File: src/rtl/lynxTypes.sv
// Shared types and defaults for the CDMA request arbiter.
package lynxTypes;

  localparam int unsigned CDMA_ARB_N_REQ    = 4;
  localparam int unsigned CDMA_ARB_LEN_BITS = 28;

  typedef enum logic {
    ARB_IDLE  = 1'b0,
    ARB_ISSUE = 1'b1
  } cdma_arb_state_e;

endpackage

File: src/rtl/cdma_arb_ord_fifo.sv
// Completion-order FIFO of requester ids; DEPTH must be a power of two.
module cdma_arb_ord_fifo #(
  parameter int unsigned WIDTH = 2,
  parameter int unsigned DEPTH = 8
) (
  input  logic                     clk,
  input  logic                     rst_n,
  input  logic                     push_i,
  input  logic [WIDTH-1:0]         push_id_i,
  input  logic                     pop_i,
  output logic [WIDTH-1:0]         head_id_o,
  output logic [$clog2(DEPTH):0]   count_o,
  output logic                     empty_o,
  output logic                     full_o
);

  localparam int unsigned AW = $clog2(DEPTH);

  logic [WIDTH-1:0] mem_q [DEPTH];
  logic [AW-1:0]    wr_q, rd_q;
  logic [AW:0]      cnt_q;
  logic             do_push, do_pop;

  assign empty_o   = (cnt_q == '0);
  assign full_o    = (cnt_q == (AW+1)'(DEPTH));
  assign do_pop    = pop_i && !empty_o;
  assign do_push   = push_i && !full_o;
  assign head_id_o = mem_q[rd_q];
  assign count_o   = cnt_q;

  always_ff @(posedge clk) begin
    if (do_push) mem_q[wr_q] <= push_id_i;
  end

  // Pointers wrap naturally because DEPTH is a power of two.
  always_ff @(posedge clk or negedge rst_n) begin
    if (!rst_n) begin
      wr_q  <= '0;
      rd_q  <= '0;
      cnt_q <= '0;
    end else begin
      if (do_push) wr_q <= wr_q + AW'(1);
      if (do_pop)  rd_q <= rd_q + AW'(1);
      case ({do_push, do_pop})
        2'b10:   cnt_q <= cnt_q + (AW+1)'(1);
        2'b01:   cnt_q <= cnt_q - (AW+1)'(1);
        default: cnt_q <= cnt_q;
      endcase
    end
  end

endmodule

File: src/rtl/cdma_req_arb.sv
// Round-robin arbiter of N_REQ requesters onto one CDMA command channel.
// Optional CDMA_ARB_STATS_EN adds grant and stall counters.
module cdma_req_arb
  import lynxTypes::*;
#(
  parameter int unsigned N_REQ      = CDMA_ARB_N_REQ,
  parameter int unsigned ADDR_BITS  = 64,
  parameter int unsigned LEN_BITS   = CDMA_ARB_LEN_BITS,
  parameter int unsigned OUTS_DEPTH = 8
) (
  input  logic                      aclk,
  input  logic                      aresetn,
  input  logic [N_REQ-1:0]          s_req_valid,
  output logic [N_REQ-1:0]          s_req_ready,
  input  logic [N_REQ*ADDR_BITS-1:0] s_req_addr,
  input  logic [N_REQ*LEN_BITS-1:0]  s_req_len,
  output logic [N_REQ-1:0]          s_req_done,
  output logic                      m_cdma_valid,
  input  logic                      m_cdma_ready,
  output logic [ADDR_BITS-1:0]      m_cdma_addr,
  output logic [LEN_BITS-1:0]       m_cdma_len,
  input  logic                      m_cdma_done,
`ifdef CDMA_ARB_STATS_EN
  output logic [N_REQ*32-1:0]       stat_grants,
  output logic [31:0]               stat_stall,
`endif
  output logic                      err_unexp_done
);

  localparam int unsigned ID_W = $clog2(N_REQ);

  cdma_arb_state_e        state_q, state_d;
  logic [ID_W-1:0]        gnt_q, gnt_d, rr_q, rr_d, pick_c;
  logic [ADDR_BITS-1:0]   addr_q, addr_d;
  logic [LEN_BITS-1:0]    len_q, len_d;
  logic [N_REQ-1:0]       done_q, done_d, ready_c;
  logic                   err_q, err_d, run_q;
  logic                   push_c, pop_c;
  logic [ID_W-1:0]        fifo_head;
  logic [$clog2(OUTS_DEPTH):0] fifo_cnt;
  logic                   fifo_empty, fifo_full;
  logic [ADDR_BITS-1:0]   addr_a [N_REQ];
  logic [LEN_BITS-1:0]    len_a  [N_REQ];

  for (genvar g = 0; g < int'(N_REQ); g++) begin : g_unpack
    assign addr_a[g] = s_req_addr[g*ADDR_BITS +: ADDR_BITS];
    assign len_a[g]  = s_req_len[g*LEN_BITS +: LEN_BITS];
  end

  assign s_req_ready    = ready_c;
  assign s_req_done     = done_q;
  assign m_cdma_valid   = (state_q == ARB_ISSUE);
  assign m_cdma_addr    = addr_q;
  assign m_cdma_len     = len_q;
  assign err_unexp_done = err_q;

  // First valid requester at or after the round-robin pointer.
  always_comb begin
    int  idx;
    logic found;
    pick_c = rr_q;
    found  = 1'b0;
    idx    = 0;
    for (int k = 0; k < int'(N_REQ); k++) begin
      idx = int'(rr_q) + k;
      if (idx >= int'(N_REQ)) idx = idx - int'(N_REQ);
      if (!found && s_req_valid[ID_W'(idx)]) begin
        pick_c = ID_W'(idx);
        found  = 1'b1;
      end
    end
  end

  always_comb begin
    state_d = state_q;
    gnt_d   = gnt_q;
    rr_d    = rr_q;
    addr_d  = addr_q;
    len_d   = len_q;
    ready_c = '0;
    push_c  = 1'b0;
    unique case (state_q)
      ARB_IDLE: begin
        // run_q keeps ready low while reset is asserted.
        if (run_q && (|s_req_valid) && !fifo_full) begin
          state_d         = ARB_ISSUE;
          gnt_d           = pick_c;
          ready_c[pick_c] = 1'b1;
          addr_d          = addr_a[pick_c];
          len_d           = len_a[pick_c];
        end
      end
      ARB_ISSUE: begin
        if (m_cdma_ready) begin
          push_c  = 1'b1;
          rr_d    = (gnt_q == ID_W'(N_REQ-1)) ? '0 : gnt_q + ID_W'(1);
          state_d = ARB_IDLE;
        end
      end
      default: state_d = ARB_IDLE;
    endcase
    pop_c  = m_cdma_done && !fifo_empty;
    done_d = '0;
    if (pop_c) done_d[fifo_head] = 1'b1;
    err_d  = err_q | (m_cdma_done & fifo_empty);
  end

  always_ff @(posedge aclk or negedge aresetn) begin
    if (!aresetn) begin
      state_q <= ARB_IDLE;
      gnt_q   <= '0;
      rr_q    <= '0;
      addr_q  <= '0;
      len_q   <= '0;
      done_q  <= '0;
      err_q   <= 1'b0;
      run_q   <= 1'b0;
    end else begin
      state_q <= state_d;
      gnt_q   <= gnt_d;
      rr_q    <= rr_d;
      addr_q  <= addr_d;
      len_q   <= len_d;
      done_q  <= done_d;
      err_q   <= err_d;
      run_q   <= 1'b1;
    end
  end

  // Grant reserves a slot, so the ISSUE push can never find the FIFO full.
  cdma_arb_ord_fifo #(
    .WIDTH (ID_W),
    .DEPTH (OUTS_DEPTH)
  ) u_ord_fifo (
    .clk       (aclk),
    .rst_n     (aresetn),
    .push_i    (push_c),
    .push_id_i (gnt_q),
    .pop_i     (pop_c),
    .head_id_o (fifo_head),
    .count_o   (fifo_cnt),
    .empty_o   (fifo_empty),
    .full_o    (fifo_full)
  );

`ifdef CDMA_ARB_STATS_EN
  logic [31:0] stall_q;

  for (genvar g = 0; g < int'(N_REQ); g++) begin : g_stat
    logic [31:0] grants_q;
    always_ff @(posedge aclk or negedge aresetn) begin
      if (!aresetn)        grants_q <= '0;
      else if (ready_c[g]) grants_q <= grants_q + 32'd1;
    end
    assign stat_grants[g*32 +: 32] = grants_q;
  end

  always_ff @(posedge aclk or negedge aresetn) begin
    if (!aresetn) stall_q <= '0;
    else if ((state_q == ARB_IDLE) && (|s_req_valid) && fifo_full)
      stall_q <= stall_q + 32'd1;
  end
  assign stat_stall = stall_q;
`else
  logic unused_fifo_cnt;
  assign unused_fifo_cnt = ^fifo_cnt;
`endif

endmodule

File: config.mk
export PLATFORM = sky130hd
export DESIGN_NAME = cdma_req_arb
export DESIGN_NICKNAME = d
export VERILOG_FILES = /design/src/rtl/lynxTypes.sv /design/src/rtl/cdma_arb_ord_fifo.sv /design/src/rtl/cdma_req_arb.sv
export SDC_FILE = /design/constraint.sdc
export NUM_CORES = 1
export LEC_CHECK = 0
export BUFFER_PORTS_ARGS = -buffer_cell sky130_fd_sc_hd__clkbuf_2
export CAP_MARGIN = 20
export CORE_AREA = 5 5 183 185
export CTS_CLUSTER_DIAMETER = 200
export CTS_CLUSTER_SIZE = 14
export DETAILED_ROUTE_END_ITERATION = 7
export DIE_AREA = 0 0 188 190
export RECOVER_POWER = 25
export SYNTH_ARGS = -nofsm -noshare
export SYNTH_HDL_FRONTEND = slang
export SYNTH_SLANG_ARGS = --single-unit
File: constraint.sdc
create_clock -name aclk -period 3.9 [get_ports aclk]
set_input_delay 0.195 -clock aclk [delete_from_list [all_inputs] [get_ports aclk]]
set_output_delay 0.195 -clock aclk [all_outputs]
set_load 0.05 [all_outputs]
==> results of run 1 <==
[flip-flops by register name (all words and copies together) (netlist names)]
name and count:
gnt_q 2, m_cdma_valid 1, u_ord_fifo.wr_q 3, s_req_done 4, m_cdma_addr 64, run_q 1, rr_q 2, u_ord_fifo.count_o 4
err_unexp_done 1, m_cdma_len 28, u_ord_fifo.rd_q 3, u_ord_fifo.mem_q 16
[power groups by stage]
stage               logic (W)  clock network, W  registers, W
global route          0.00559           0.00180       0.00250
CTS                   0.00531           0.00175       0.00242
finish                0.00524           0.00168       0.00241
global placement      0.00525                 0       0.00242
detailed placement    0.00531                 0       0.00242
floorplan             0.00236                 0       0.00402
[area by class of cell]
cell class              instances  share of cell area, %
multi-input cells             458                   36.8
flip-flops and latches        129                   29.9
repair buffers                492                   23.1
well taps                     408                   4.61
clock buffers                  18                   4.07
clock inverters                14                   1.46
inverters                       3                  0.102
[cell usage after synthesis (4+ instances only)]
| library cell | count | area [sq um] |
|---|---|---|
| o21ai_0 | 4 | 20.0 |
| nand2b_1 | 4 | 25.0 |
| xor2_1 | 6 | 52.6 |
| clkbuf_1 | 20 | 75.1 |
| a221oi_1 | 35 | 307 |
| a221oi_2 | 58 | 871 |
| mux4_2 | 4 | 90.1 |
| ha_1 | 6 | 75.1 |
| nor2b_1 | 4 | 25.0 |
| nor2_1 | 104 | 390 |
| buf_6 | 7 | 78.8 |
| buf_1 | 4 | 15.0 |
| nand2_1 | 10 | 37.5 |
| mux2_2 | 4 | 45.0 |
| buf_2 | 17 | 85.1 |
| buf_4 | 6 | 45.0 |
| mux2i_1 | 186 | 1860 |
| edfxtp_1 | 16 | 480 |
| dfrtp_1 | 113 | 2830 |
[worst min-delay path by stage]
stage / to / slack [ns]
after floorplan: err_unexp_done / -0.10
after global placement: err_unexp_done / 0.34
after detailed placement: err_unexp_done / 0.34
after CTS: m_cdma_addr[38] / 0.07
after global routing: m_cdma_addr[38] / 0.08
final: m_cdma_addr[38] / 0.1
[cells in the final DEF, fill, tap and decap left out, types with 7 or more instances in the layout]
cell and instances:
buf_4 7, dfrtp_1 113, a221oi_2 58, clkbuf_2 476
edfxtp_1 16, a221oi_1 35, nand2_1 10, mux2i_1 186
clkbuf_16 18, nor2_1 103
[worst register-to-register path: stages (launching register included)]
cell      delay (ns)
dfrtp_1         0.42
o22ai_1         0.11
a221oi_1        0.59
nand2_8         0.52
buf_12          0.45
mux2i_1         0.20
a221oi_1        0.32
[logic make-up (layout without fill, tap and decap cells)]
| group | after synthesis | in the layout | synth area share (%) |
|---|---|---|---|
| adder cells (fa/ha/maj) | 6 | 6 | 0.981 |
| flip-flops | 129 | 129 | 43.2 |
| AO/OA/AOI/OAI | 106 | 106 | 16.4 |
| AND/OR/NAND/NOR | 142 | 142 | 8.20 |
| other | 1 | 1 | 0.0490 |
| multiplexers | 194 | 194 | 26.1 |
| buffers and inverters | 57 | 527 | 4.05 |
| XOR/XNOR | 9 | 9 | 1.03 |
[routing by layer]
| metal | routed length [um] | share of wire (%) | vias to the layer above | global-route usage [%] |
|---|---|---|---|---|
| li1 | - | - | 3383 | - |
| met1 | 10700 | 40 | 3352 | 16.9 |
| met2 | 14000 | 52 | 274 | 25.5 |
| met3 | 1770 | 6.6 | 21 | 4.61 |
| met4 | 319 | 1.2 | 0 | 3.53 |
| met5 | 0 | 0 | - | 0 |
[per-stage QoR]
| stage | cell area (sq um) | setup slack (ns) | hold WS (ns) | util, % |
|---|---|---|---|---|
| floorplan | 7660 | 1.29 | -0.101 | - |
| global placement | 10400 | 1.27 | 0.339 | 32.8 |
| detailed placement | 10400 | 1.13 | 0.339 | 32.8 |
| CTS | 11100 | 0.893 | 0.0710 | 34.8 |
| global route | 11100 | 0.415 | 0.0807 | 34.7 |
| finish | 11100 | 0.936 | 0.0998 | 34.7 |
==> metrics.yaml, run 1 <==
drt_iter0_markers: 217
critPathMaxStageDelay_ns: 0.87
layout.cells.non_filler: 1522
crit_end: "s_req_ready[2]"
peakVddDrop_mv: 0.348
period_share_pct: 76.0
power_frac_seq_pct: 25.8
max_cap_viol_count: 1
critPathMaxFanout: 93
fmax_mhz: 337
p_switching_w: 0.00470
cts_buffer_depth: 2
path_cells: "nor4b_2 > nor4b_4 > buf_4 > and3_1 > clkbuf_2"
num_rows: 66
numPortBuffers: 477
place_inst: 1487
r2r-end: "m_cdma_addr[36]"
syn_avg_cell_area_sq_um: 11.9
period_minus_slack_ns: 2.96
slowest_stage: "buf_4"
netlist_area_sq_um: 7660
synth-seq-cells: 129
async_flop_share_pct: 87.6
syn-instance-count: 644
path_buf_inv: 2
die_x_um: 188
start_util_pct: 24.0
hp-start: "s_req_addr[230]"
cts_tree: "yes"
fin_worst_skew_ns: 0.0109
clock-root-buffer: "clkbuf_16"
gr-total-overflow: 0
cts_buffers: 17
violations: "max-capacitance violations, max-slew violations"
cp.required_ns: 3.70
cts.sinks: 129
seq_area_frac_synth_pct: 43.2
synth_cell_types: 38
worst_setup_path_end_kind: "output port"
antenna_found_initial: 0
yosysWarnings: 0
core-area_sq_um: 31900
crit_family: "buffers and inverters"
synth_nets: 1026
min_delay_path_depth: 3
grt.total_usage_pct: 14.4
ios: 478
finalMaxSlewViolations: 114
holdBufCountCts: 3
reg2reg_from: "rr_q[1]"
diodes: 0
viasPerCell: 4.62
power_leakage_nw: 5.73
p_clk_share_pct: 18.0
grt_pass1_vias: 7489
gp_congestion: 0.819
intPower_w: 0.00464
reg2reg_slack_ns: 1.19
hp-class: "in -> reg"
cp.arrival_ns: 2.77
vias: 7030
die_h_um: 190
r2r_cells: 6
final-hold-violation-count: 0
multi_input_area_sq_um: 4070
max_slew.worst_pin.slew_ns: 2.66
postCtsSetupBuffers: 0
seqCellArea_sq_um: 3310
fin_nets: 1483
p_sw_share_pct: 50.3
setup_viol: 0
htree_levels: 4
grt_pass1_wl_um: 41200
fin_tns_setup_ns: 0
first_pass_iters: 4
drc: 0
status: "finished, violations left"
synth_ff_type: "dfrtp_1"
drive_gt1_share_pct: 53.1
pwr-share-comb_pct: 56.2
syn_to_final_growth_pct: 44.6
cp.depth: 5
rsz0062_at_grt: "no"
worstSetupStartpoint: "u_ord_fifo.count_o[1]"
power_density_nw_per_um2: 844
die_area_sq_um: 35700
relSlewSlack_pct: -77.6
routed_wl_um: 26800
wl_per_cell_um: 17.6
fillers: 3240
grt_max_degree: 114
path_class: "reg -> out"
ant_nets: 0
clock_latency_ns: 0.42
worst_setup_path_start_kind: "register"
p_total_w: 0.00934
cts_resized: 0
path_clk_slew_ns: 0.07
synth_edf_count: 16
hpwl_um: 20500
(Power assumes the default switching activity.)
==> run 2: changes to the inputs <==
CORE_AREA = 5 5 182 184   (was 5 5 183 185)
DIE_AREA = 0 0 187 189   (was 0 0 188 190)
clock period = 2.4 ns   (was 3.9 ns; I/O delays follow)
==> run 2 against run 1 <==
Against the previous run: the flow still finishes with violations (max-capacitance violations, max-slew violations); sequential share of layout area is 1.3 points lower; routed wire length is 6.7% higher; power increased by 69%.
==> metrics.yaml, run 2 (synthesized netlist as in run 1, its figures left out) <==
die_area_sq_um: 35300
routed_wl_um: 28600
p_switching_w: 0.00787
path_cells: "nor3b_1 > or4_1 > o21a_4 > nor2_4 > buf_12 > and2_1 > buf_6"
p_sw_share_pct: 49.8
hp-class: "in -> reg"
grt.total_usage_pct: 15.4
cts_buffer_depth: 2
power_leakage_nw: 5.97
fin_nets: 1516
power_frac_seq_pct: 24.9
place_inst: 1503
whs_ns: 0.0291
fmax_mhz: 431
power_density_nw_per_um2: 1370
vias: 7260
core-area_sq_um: 31200
worst_setup_path_start_kind: "register"
stdcell_area_sq_um: 11600
place_area_sq_um: 10700
grt_pass1_vias: 7837
start_util_pct: 24.5
die_x_um: 187
max_cap_viol_count: 1
relSlewSlack_pct: -8.95
final_util_pct: 37.0
fin_worst_skew_ns: 0.0141
fillers: 3158
grt_max_degree: 114
final-hold-violation-count: 0
final_common_cell: "clkbuf_2"
multi_input_area_sq_um: 4110
largest_reg_flops: 64
cts.sinks: 129
wl_per_cell_um: 18.5
critPathMaxStageDelay_ns: 0.55
htree_levels: 4
setup_viol: 0
numPortBuffers: 477
syn_to_final_growth_pct: 51.1
grt_pass1_wl_um: 43400
critPathMaxFanout: 11
cts_tree: "yes"
die_h_um: 189
path_buf_inv: 2
intPower_w: 0.00794
viasPerCell: 4.68
antenna_found_initial: 1
status: "finished, violations left"
drt_iter0_markers: 241
pwr-share-comb_pct: 58.0
period_share_pct: 96.6
peakVddDrop_mv: 0.795
cp.arrival_ns: 2.20
ios: 478
worst_setup_path_end_kind: "output port"
clock-root-buffer: "clkbuf_16"
p_clk_share_pct: 17.1
path_class: "reg -> out"
layout.cells.non_filler: 1550
num_rows: 65
crit_family: "simple AND/OR/NAND/NOR gates"
cts_buffers: 17
violations: "max-capacitance violations, max-slew violations"
cp.required_ns: 2.28
slowest_stage: "or4_1"
first_pass_iters: 7
finalMaxSlewViolations: 114
ant_nets: 0
path_clk_slew_ns: 0.07
gr-total-overflow: 0
max_slew.worst_pin.slew_ns: 1.63
seqCellArea_sq_um: 3310
drc: 0
final_cell_mix: "clkbuf_2 (472), mux2i_1 (186), dfrtp_1 (110)"
drive_gt1_share_pct: 55.2
gp_congestion: 0.825
period_minus_slack_ns: 2.32
hpwl_um: 22000
rsz0062_at_grt: "no"
clock_latency_ns: 0.42
[run 2: changes by cell type in the layout (fill, tap and decap cells not counted), moves of 2 or more]
cell	previous run	this run
buf_12	4	12
buf_16	0	2
buf_4	7	28
bufbuf_16	0	2
clkbuf_2	476	472
clkbuf_4	1	3
dfrtp_1	113	110
dfrtp_2	0	3
inv_8	5	7
[run 2: worst reg2reg max path: stages, from the launching register on]
cell	delay, ns
dfrtp_2	0.47
nor4b_4	0.43
nor2_1	0.13
inv_1	0.10
ha_1	0.19
xor2_1	0.09
ha_1	0.19
a21oi_1	0.16
xor2_1	0.18
nor2_1	0.07
xor2_1	0.14
[run 2: cell type report]
type	instances	area share (%)
antenna	1	0.0216
clock buffer	17	3.68
clock inverter	15	1.44
inverter	3	0.0974
multi-input combinational	458	35.5
sequential	129	28.6
tap	402	4.35
timing repair buffer	525	26.3
[run 2: path summary, 6_finish.rpt]
| kind | start | end | slack [ns] | depth (start not counted) |
|---|---|---|---|---|
| min | s_req_addr[238] | m_cdma_addr[46] | 0.03 | 3 |
| min in group asynchronous | aresetn | m_cdma_addr[18] | 0.79 | 3 |
| max in group asynchronous | aresetn | u_ord_fifo.count_o[2] | 0.51 | 3 |
| max reg2reg | u_ord_fifo.count_o[0] | u_ord_fifo.count_o[2] | 0.15 | 10 |
| min reg2reg | err_unexp_done | err_unexp_done | 0.47 | 1 |
| max | rr_q[1] | s_req_ready[0] | 0.08 | 7 |
[run 2: what timing repair did]
item                                    4_1_cts  5_1_grt
hold buffers                                  3        0
cloned                                        2        1
endpoints found under the hold margin       115        0
buffers inserted                              4        4
pin swaps                                     1        1
gates resized for setup                      10        9
endpoints found under the setup margin        2        5
[run 2: through the flow]
| step | total power (W) | setup TNS, ns | worst slack [ns] |
|---|---|---|---|
| global placement | 0.0129 | 0 | 0.134 |
| floorplan | 0.0104 | 0 | 0.0138 |
| detailed placement | 0.0130 | 0 | 0.0328 |
| finish | 0.0158 | 0 | 0.0815 |
| CTS | 0.0159 | -0.0187 | -0.0187 |
| global route | 0.0167 | 0 | 0.00143 |
[run 2: per-layer routing]
metal | vias up | share of wire, % | routed length, um | global-route usage (%)
met5 | - | 0 | 0 | 0
met4 | 0 | 1.6 | 450 | 4.24
met3 | 24 | 7.3 | 2090 | 4.96
met2 | 327 | 52 | 14800 | 27.4
met1 | 3472 | 39 | 11300 | 17.9
li1 | 3437 | - | - | -
[run 2: power by group through the flow]
stage / clock network, W / registers (W) / logic [W]
after floorplan: 0 / 0.00654 / 0.00385
after global placement: 0 / 0.00393 / 0.00893
after detailed placement: 0 / 0.00393 / 0.00902
after CTS: 0.00282 / 0.00393 / 0.00920
after global routing: 0.00290 / 0.00406 / 0.00978
final: 0.00270 / 0.00394 / 0.00918
==> run 3: changes to the inputs <==
PLACE_DENSITY = 0.64   (was default)
==> run 3 against run 2 <==
Against the previous run: the flow still finishes with violations (max-capacitance violations, max-slew violations); largest power group unchanged; clock skew up 0.0030 ns; flip-flop and latch count unchanged; critical endpoint is now s_req_ready[3]; sequential power about the same; die area unchanged; first-iteration DRC count up 4.6%; combinational power down 3.6%; worst setup slack worse by 0.0075 ns; power down 1.3%; utilization down 0.73 points; clock-buffer cell count unchanged; worst hold slack worse by 0.00098 ns; sequential share of layout area up 0.56 points.
==> metrics.yaml, run 3 (synthesized netlist as in run 1, its figures left out) <==
hpwl_um: 21600
power_density_nw_per_um2: 1380
grt_max_degree: 114
drc: 0
worst_setup_path_start_kind: "register"
peakVddDrop_mv: 0.699
final_common_cell: "clkbuf_2"
path_clk_slew_ns: 0.07
clock-root-buffer: "clkbuf_16"
htree_levels: 4
worst_setup_path_end_kind: "output port"
fin_nets: 1506
critPathMaxStageDelay_ns: 0.50
drive_gt1_share_pct: 54.4
violations: "max-capacitance violations, max-slew violations"
numPortBuffers: 477
max_cap_viol_count: 1
syn_to_final_growth_pct: 48.1
fin_ws_ns: 0.0740
cts.sinks: 129
path_class: "reg -> out"
cp.arrival_ns: 2.21
core-area_sq_um: 31200
final_cell_mix: "clkbuf_2 (473), mux2i_1 (186), dfrtp_1 (111)"
finalMaxSlewViolations: 114
period_minus_slack_ns: 2.33
layout.cells.non_filler: 1540
relSlewSlack_pct: -8.18
status: "finished, violations left"
fin_tns_setup_ns: 0
clock_latency_ns: 0.42
r2r_cells: 7
slowest_stage: "or4_1"
die_x_um: 187
viasPerCell: 4.66
largest_reg_flops: 64
cts_buffer_depth: 2
grt_pass1_wl_um: 42400
grt_pass1_vias: 7710
ios: 478
fin_worst_skew_ns: 0.0171
final-hold-violation-count: 0
antenna_found_initial: 1
rsz0062_at_grt: "no"
final_util_pct: 36.3
cp.required_ns: 2.28
gp_congestion: 0.826
path_cells: "nor3b_1 > or4_1 > o21a_2 > and2_4 > nor2b_2 > buf_2"
start_util_pct: 24.5
power_leakage_nw: 5.88
drt_iter0_markers: 252
routed_wl_um: 27500
critPathMaxFanout: 7
num_rows: 65
gr-total-overflow: 0
max_slew.worst_pin.slew_ns: 1.62
fmax_mhz: 430
ant_nets: 0
cts_buffers: 17
die_h_um: 189
setup_viol: 0
period_share_pct: 96.9
wl_per_cell_um: 17.9
die_area_sq_um: 35300
whs_ns: 0.0281
grt.total_usage_pct: 14.8
hp-class: "in -> reg"
cts_tree: "yes"
place_ws_ns: 0.113
min_delay_path_depth: 3
place_inst: 1504
first_pass_iters: 4
vias: 7182
[run 3: report_power, final]
part | switching [W] | total (W) | leakage, nW | internal, W
clock | 0.00114 | 0.00282 | 0.303 | 0.00168
sequential | 0.000744 | 0.00395 | 1.41 | 0.00320
combinational | 0.00582 | 0.00885 | 4.17 | 0.00303
total | 0.00771 | 0.0156 | 5.88 | 0.00790
[run 3: worst paths after layout]
check | start | to | slack [ns]
setup / recovery | rr_q[1] | s_req_ready[3] | 0.07
hold / removal | s_req_addr[232] | m_cdma_addr[40] | 0.03
setup reg to reg | rr_q[1] | m_cdma_len[10] | 0.17
hold reg to reg | err_unexp_done | err_unexp_done | 0.48
max in group asynchronous | aresetn | u_ord_fifo.count_o[0] | 0.54
min in group asynchronous | aresetn | m_cdma_addr[16] | 0.76
[run 3: cell type report]
| type | instances | area [sq um] |
|---|---|---|
| clock buffer | 17 | 425 |
| inverter | 3 | 11.3 |
| clock inverter | 15 | 196 |
| sequential | 129 | 3310 |
| fill | 3137 | 19900 |
| antenna | 1 | 2.50 |
| tap | 402 | 503 |
| timing repair buffer | 515 | 2800 |
| multi-input combinational | 458 | 4090 |
[run 3: metrics by stage]
stage,instance area (sq um),total power (W)
detailed placement,10700,0.0129
CTS,11300,0.0158
global route,11300,0.0165
finish,11300,0.0156
global placement,10700,0.0127
floorplan,7660,0.0104
[run 3: timing repair]
item / in CTS / in global routing
endpoints found under the hold margin: 115 / 0
buffers inserted: 0 / 0
cloned: 0 / 0
pin swaps: 0 / 1
gates resized for setup: 2 / 7
hold buffers: 3 / 0
endpoints found under the setup margin: 2 / 5
[run 3: per-layer routing]
layer  track usage [%]  routed length (um)  up-vias
met5                 0                   0        -
met3              4.33                1910       24
met1              17.7               11100     3441
met4              4.27                 453        0
met2              26.0               14100      301
li1                  -                   -     3416
[run 3: worst max-delay path, delay by kind of cell (launching register included)]
kind / cells / cell delay [ns]
flops: 1 / 0.43
buf+inv: 1 / 0.21
simple gates: 4 / 0.95
compound gates: 1 / 0.20
